--- src/rtl/cnt_ctrl_sched.sv ---
// cnt_ctrl_sched -- request scheduler in front of an external 16-bit up/down counter.
//
// Accepts single-cycle increment/decrement pulses, a level load request and a level
// "run to top" request paced by tick. It turns them into one-hot, registered strobes
// (up / dw / ld) for the counter. The counter value q is fed back and is used to
// decide when a run has reached the top band (q >= 16'hFFFC).
//
// Ports
//   clk       in   system clock, rising edge
//   greset_n  in   asynchronous active-low reset
//   up_req    in   increment pulse (pre edge-detected)
//   dw_req    in   decrement pulse
//   ld_req    in   load request (level)
//   run_req   in   run-to-top request (level)
//   tick      in   pacing strobe for run steps
//   din[15:0] in   load value
//   q[15:0]   in   counter value feedback
//   up        out  increment strobe
//   dw        out  decrement strobe
//   ld        out  load strobe
//   ld_val    out  load data, valid while ld=1
//   state     out  FSM state (00 IDLE, 01 RUN, 10 TOP, 11 LOAD)
//   busy      out  a request is pending, a strobe is out, or cooldown is active
//   drop      out  one-cycle pulse when a request is discarded
//
// Build option
//   CNT_CTRL_SAT_EN  when defined, up is withheld at q=FFFF and dw at q=0000; the request
//                    is discarded with a drop pulse. When it is undefined, the counter wraps.

module cnt_ctrl_sched (
  input  logic        clk,
  input  logic        greset_n,
  input  logic        up_req,
  input  logic        dw_req,
  input  logic        ld_req,
  input  logic        run_req,
  input  logic        tick,
  input  logic [15:0] din,
  input  logic [15:0] q,
  output logic        up,
  output logic        dw,
  output logic        ld,
  output logic [15:0] ld_val,
  output logic [1:0]  state,
  output logic        busy,
  output logic        drop
);

  localparam logic [1:0] IDLE = 2'b00;
  localparam logic [1:0] RUN  = 2'b01;
  localparam logic [1:0] TOP  = 2'b10;
  localparam logic [1:0] LOAD = 2'b11;

  logic [1:0]  state_reg, state_next;
  logic        up_reg, up_next;
  logic        dw_reg, dw_next;
  logic        ld_reg, ld_next;
  logic [15:0] ld_val_reg, ld_val_next;
  logic        busy_reg, busy_next;
  logic        drop_reg, drop_next;
  logic        up_pend_reg, up_pend_next;
  logic        dw_pend_reg, dw_pend_next;

  logic q_top;
  logic cool;
  logic up_eff, dw_eff;
  logic serve_ok, serve_up, serve_dw, run_step;
  logic up_sat, dw_sat;

  // "q[15:2] all ones" is written as a magnitude compare. This keeps all of q in use
  // in builds without saturation, and synthesis reduces it to the same AND tree.
  assign q_top = (q >= 16'hFFFC);

  // Cooldown is the cycle right after an up/dw strobe. No separate register is needed
  // because the strobe registers already mark it. Reset clears it with them.
  assign cool = up_reg | dw_reg;

  // A pulse arriving this cycle is treated like an already-latched flag. This lets an
  // unblocked request reach its strobe one cycle later.
  assign up_eff = up_pend_reg | up_req;
  assign dw_eff = dw_pend_reg | dw_req;

`ifdef CNT_CTRL_SAT_EN
  assign up_sat = (q == 16'hFFFF);
  assign dw_sat = (q == 16'h0000);
`else
  assign up_sat = 1'b0;
  assign dw_sat = 1'b0;
`endif

  always_comb begin
    state_next = state_reg;
    case (state_reg)
      IDLE: begin
        if (ld_req)                 state_next = LOAD;
        else if (run_req && !q_top) state_next = RUN;
        else                        state_next = IDLE;
      end
      RUN: begin
        if (ld_req)       state_next = LOAD;
        else if (!run_req) state_next = IDLE;
        else if (q_top)    state_next = TOP;
        else               state_next = RUN;
      end
      TOP: begin
        if (ld_req)                  state_next = LOAD;
        else if (!run_req || !q_top) state_next = IDLE;
        else                         state_next = TOP;
      end
      LOAD: begin
        state_next = ld_req ? LOAD : IDLE;
      end
      default: state_next = IDLE;
    endcase
  end

  always_comb begin
    // A load request, or the LOAD state itself, blocks all up/dw service.
    // Cooldown also blocks it.
    serve_ok = (state_reg != LOAD) && !ld_req && !cool;
    serve_dw = serve_ok && dw_eff;
    serve_up = serve_ok && !dw_eff && up_eff;
    // A run step only takes a slot that nothing else wants. A blocked tick is lost.
    run_step = serve_ok && (state_reg == RUN) && run_req && !q_top && tick &&
               !up_eff && !dw_eff;

    up_next      = (serve_up && !up_sat) || run_step;
    dw_next      = serve_dw && !dw_sat;
    up_pend_next = up_eff && !serve_up;
    dw_pend_next = dw_eff && !serve_dw;
    drop_next    = (up_req && up_pend_reg) || (dw_req && dw_pend_reg) ||
                   (serve_up && up_sat) || (serve_dw && dw_sat);

    ld_next     = (state_next == LOAD);
    ld_val_next = ld_next ? din : ld_val_reg;

    // When a strobe is out now, the next cycle is a cooldown cycle and counts as busy.
    busy_next = up_pend_next || dw_pend_next || up_next || dw_next || ld_next || cool;
  end

  always_ff @(posedge clk or negedge greset_n) begin
    if (!greset_n) begin
      state_reg   <= IDLE;
      up_reg      <= 1'b0;
      dw_reg      <= 1'b0;
      ld_reg      <= 1'b0;
      ld_val_reg  <= 16'h0000;
      busy_reg    <= 1'b0;
      drop_reg    <= 1'b0;
      up_pend_reg <= 1'b0;
      dw_pend_reg <= 1'b0;
    end else begin
      state_reg   <= state_next;
      up_reg      <= up_next;
      dw_reg      <= dw_next;
      ld_reg      <= ld_next;
      ld_val_reg  <= ld_val_next;
      busy_reg    <= busy_next;
      drop_reg    <= drop_next;
      up_pend_reg <= up_pend_next;
      dw_pend_reg <= dw_pend_next;
    end
  end

  assign up     = up_reg;
  assign dw     = dw_reg;
  assign ld     = ld_reg;
  assign ld_val = ld_val_reg;
  assign state  = state_reg;
  assign busy   = busy_reg;
  assign drop   = drop_reg;

endmodule

--- config.mk ---
export PLATFORM = sky130hd
export DESIGN_NAME = cnt_ctrl_sched
export DESIGN_NICKNAME = d
export VERILOG_FILES = /design/src/rtl/cnt_ctrl_sched.sv
export SDC_FILE = /design/constraint.sdc
export NUM_CORES = 1
export LEC_CHECK = 0
export CAP_MARGIN = 20
export CORE_ASPECT_RATIO = 0.75
export CORE_MARGIN = 3
export CORE_UTILIZATION = 40
export CTS_BUF_LIST = sky130_fd_sc_hd__clkbuf_4 sky130_fd_sc_hd__clkbuf_8
export DETAILED_ROUTE_END_ITERATION = 16
export GPL_ROUTABILITY_DRIVEN = 0
export PLACE_DENSITY = 0.86
export SETUP_SLACK_MARGIN = 0.05
export SLEW_MARGIN = 25
export SYNTH_ARGS = -nofsm -noshare
export SYNTH_HDL_FRONTEND = slang
export SYNTH_SLANG_ARGS = --single-unit
--- constraint.sdc ---
create_clock -name clk -period 2.69 [get_ports clk]
set_input_delay 0.538 -clock clk [delete_from_list [all_inputs] [get_ports clk]]
set_output_delay 0.538 -clock clk [all_outputs]
set_load 0.1 [all_outputs]
==> results.ini <==
[run_status]
status = complete, no violations

[critical_path]
start_kind = flop
path_max_fanout = 4
end_kind = primary output
required_ns = 2.15
path_cells = buf_4
max_stage_delay_ns = 0.49
crit_type = reg -> out
arrival_ns = 1.15
crit_slowest_cell = dfrtp_1
worst-path-buf-inv = 1
critical_path.top_delay_family = flip-flops

[drt]
wl_per_cell_um = 14.4
firstDrtPassIters = 4
postRouteAntennaNets = 0
drt_iter0_drc = 5
drc = 0
drt-total-wl_um = 2340
viasPerCell = 4.70
vias = 762

[yosys]
synth_nets = 105
yosys.area.top_type = dfrtp_1
yosys_warnings = 0
ys.flop_type = dfrtp_1
synth_top_area_share_pct = 62.3
synth_top_cells_by_area = dfrtp_1, mux2_2, mux2_1, nor4_4, a21boi_4
synth_area_sq_um = 1000
synth-edff-count = 0
synth_seq_area_share_pct = 62.3
syn_inst = 66
synth_cell_types = 23
syn_area_per_cell_sq_um = 15.2
ys_seq_elements = 25
synth-async-reset-ratio_pct = 100

[timing]
finalCritPeriodShare_pct = 62.9
period_needed_ns = 1.69
report.final.hold_viol_count = 0
tightestPinTransition_ns = 0.311
drv_slew = 0
fmax_mhz = 591
tns_ns = 0
setup_viol = 0
maxSlewHeadroom_pct = 79.3
skew_ns = 0.00791
rsz0062_at_grt = false

[pwr]
finalPower_w = 0.000991
p_leak_nw = 0.699
p_per_area_nw_per_um2 = 619
vdd_drop_max_mv = 0.375

[die]
die_y_um = 49.4
core-area_sq_um = 2350
die_x_um = 63.9
io_pins = 62
die-area_sq_um = 3160
initial_core_util_pct = 42.8
rows = 15

[cells_and_area]
n_antenna_cell = 0
layout_common_cells = clkdlybuf4s50_1, dfrtp_1, buf_4, mux2_2, mux2_1
final_common_cell = clkdlybuf4s50_1
layout.nets = 168
area.growth.synth_to_final_pct = 59.3
largest_register_ffs = 16
drive_above_1_share_pct = 34.4

[cts]
cts_made_buffers = 3
cts_tree = done
path_clk_slew_ns = 0.13
cts_buffer_depth = 2
ctsHoldBuffers = 0
post_cts_resized = 0
cts-root-buf = clkbuf_4
cts.sinks = 25
ctsHtreeMaxLevel = 1
clk_latency_ns = 0.32
post_cts_buffers = 0

[placement]
hpwl_um = 1890
port_buffers = 59

[grt]
gr-total-overflow = 0
grt_first_pass_wirelength_um = 4060
grt_pass1_vias = 809
grt_max_degree = 26
antenna_found_initial = 0
grt_usage_pct = 16.4

[job]
maxCapViolCount = 0

[hold_path]
hold_path.class = reg -> reg

[synth_stat cells, drive strengths merged, types with 2 or more instances]
cell type and number:
dfrtp 25, nand2 3, nand4 3, buf 2, mux2 16, nor2 4
[metal layers]
layer	vias up	wire, um	global-route usage (%)
met2	37	1170	27.1
met4	0	46	2.51
met1	364	933	20.0
met5	-	0	0
li1	357	-	-
met3	4	190	7.37
[final cells by class]
class                   count  area [sq um]
fillers                   179           746
clock buffers               3          22.5
multi-input cells          38           357
clock inverters             1          5.00
well taps                  34          42.5
flip-flops and latches     25           626
repair buffers             61           548
[power breakdown]
part           internal, W  total (W)  switching, W
Combinational     0.000116   0.000397      0.000281
Sequential        0.000409   0.000430     0.0000209
Clock            0.0000556   0.000163      0.000108
[final timing paths]
path | from | end | slack (ns) | cells past startpoint
setup / recovery | state[0] | state[0] | 1.0 | 1
hold / removal | ld_val[4] | ld_val[4] | 0.51 | 1
setup reg to reg | state[1] | up | 1.54 | 3
hold reg to reg | ld_val[4] | ld_val[4] | 0.51 | 1
max in group asynchronous | greset_n | dw | 1.88 | 2
min in group asynchronous | greset_n | ld | 0.57 | 2
[logic make-up after synthesis]
kind of cell | after synthesis | synth area share (%)
DFF | 25 | 62.3
AOI/OAI and AO/OA | 6 | 5.73
and+or+nand+nor | 15 | 11.0
xor gates and xnor gates | 1 | 0.872
buffers and inverters | 3 | 2.24
muxes | 16 | 17.9
[per-stage QoR]
stage               instance area [sq um]  util (%)  std cells  setup slack [ns]  hold slack (ns)
finish                               1600      68.2        162             0.999            0.513
global route                         1600      68.2        162             0.953            0.533
CTS                                  1600      68.2        162             0.993            0.514
detailed placement                   1570      67.0        158             0.778            0.484
global placement                     1570      67.0        158             0.820            0.470
floorplan                            1000         -         66              1.15            0.242
Note: power is estimated with default switching activity, not from simulation.
==> variant: new RTL, config.mk and constraints unchanged <==
Add a define of `CNT_CTRL_SAT_EN`.
--- a/src/rtl/cnt_ctrl_sched.sv
+++ b/src/rtl/cnt_ctrl_sched.sv
@@ -28,2 +28,4 @@
 //                    is discarded with a drop pulse. When it is undefined, the counter wraps.
+
+`define CNT_CTRL_SAT_EN
 
Behaviour: not the same (a bounded check fails within 4 cycles, from zero or initial values and one cycle with greset_n low).
==> variant against the original RTL <==
Sequential cell count unchanged. Count of clock-buffer cells in the layout unchanged. Final area increased by 6.7%. Die area increased by 7.0%. Via count increased by 18%. Register-to-register slack got worse by 380 ps. Wire length increased by 12%. Synthesized area increased by 7.8%. First-iteration DRC count increased to 6.0 times the old value. Global-route usage increased by 0.26 points. Total power increased by 1.8%. Worst setup slack got worse by 160 ps. Largest cell class unchanged. Highest routed layer unchanged.
==> variant: results (changes against the original RTL) <==
status=finished clean (unchanged); drt initial violations=30 (was 5); worst slack at placement=544 ps (was 778 ps); most instantiated cells after synthesis=dfrtp_1 (25), mux2_2 (12), mux2_1 (4), nor4_1 (4) (was dfrtp_1 (25), mux2_2 (9), mux2_1 (7)); total via count after detailed routing=899 (was 762); fill count=169 (was 179); arrival time at the worst endpoint=2050 ps (was 1150 ps); final clock skew=3.86 ps (was 7.91 ps); Reg power frac=0.429 (was 0.434); number of global-route vias before repair=929 (was 809); Synth cell types=28 (was 23); largest cells by area after synthesis=dfrtp_1 (58%), mux2_2 (12%), mux2_1 (4.2%) (was dfrtp_1 (62%), mux2_2 (10%), mux2_1 (7.8%)); routed wl met2=1300 um (was 1170 um); fin nets=184 (was 168); share of layout cells above drive strength 1=0.326 (was 0.344); Synth Instances=80 (was 66); Internal Pwr Total=0.000590 W (was 0.000581 W); M1 GR Usage=0.195 (was 0.200); Inst Count DP=174 (was 158); met2 global-route usage=0.285 (was 0.271); first-pass GRT wire length=4220 um (was 4060 um); Comb power frac=0.415 (was 0.401); slowest CP cell=clkdlybuf4s50_1 (was dfrtp_1); met1 WL=1050 um (was 933 um); maximum vdd drop=378 uV (was 375 uV); Synth Area in Compound Gates=0.111 (was 0.0573); GR Util All Layers=0.166 (was 0.164); fraction of synthesized cell area in xor and xnor cells=0.00808 (was 0.00872); Vias/cell=5.05 (was 4.70); Leak=0.709 nW (was 0.699 nW); multiplexer area fraction after synthesis=0.166 (was 0.179); critical path startpoint=q[9] (was state[0]); Slew headroom=0.682 (was 0.793); hold path start=ld_val[10] (was ld_val[4]); metal3 WL=199 um (was 190 um)
## variant: cell count changes after synthesis, moves of 2 or more
cell	before	now
buf_2	0	2
or2_2	0	2
nor4_1	0	4
nor3_1	0	3
mux2_2	9	12
a22oi_1	0	2
mux2_1	7	4
## variant: kinds of logic after synthesis
kind of cell | after synthesis
flops | 25
mux | 16
simple gates | 23
xor+xnor | 1
buf+inv | 3
compound gates | 12
## variant: cell type report
class | instances | area share
multi-input cells | 52 | 0.260
repair buffers | 63 | 0.333
clock buffers | 3 | 0.0132
clock inverters | 1 | 0.00293
flip-flops and latches | 25 | 0.366
well taps | 34 | 0.0249
## variant: path summary, 6_finish.rpt
kind / end / slack (ps) / depth (start not counted)
min in group asynchronous: drop / 570 / 2
max in group asynchronous: up_pend_reg / 1880 / 2
worst max-delay path: busy / 840 / 5
worst min register to register: ld_val[10] / 500 / 1
worst min-delay path: ld_val[10] / 500 / 1
worst max register to register: busy / 1160 / 4
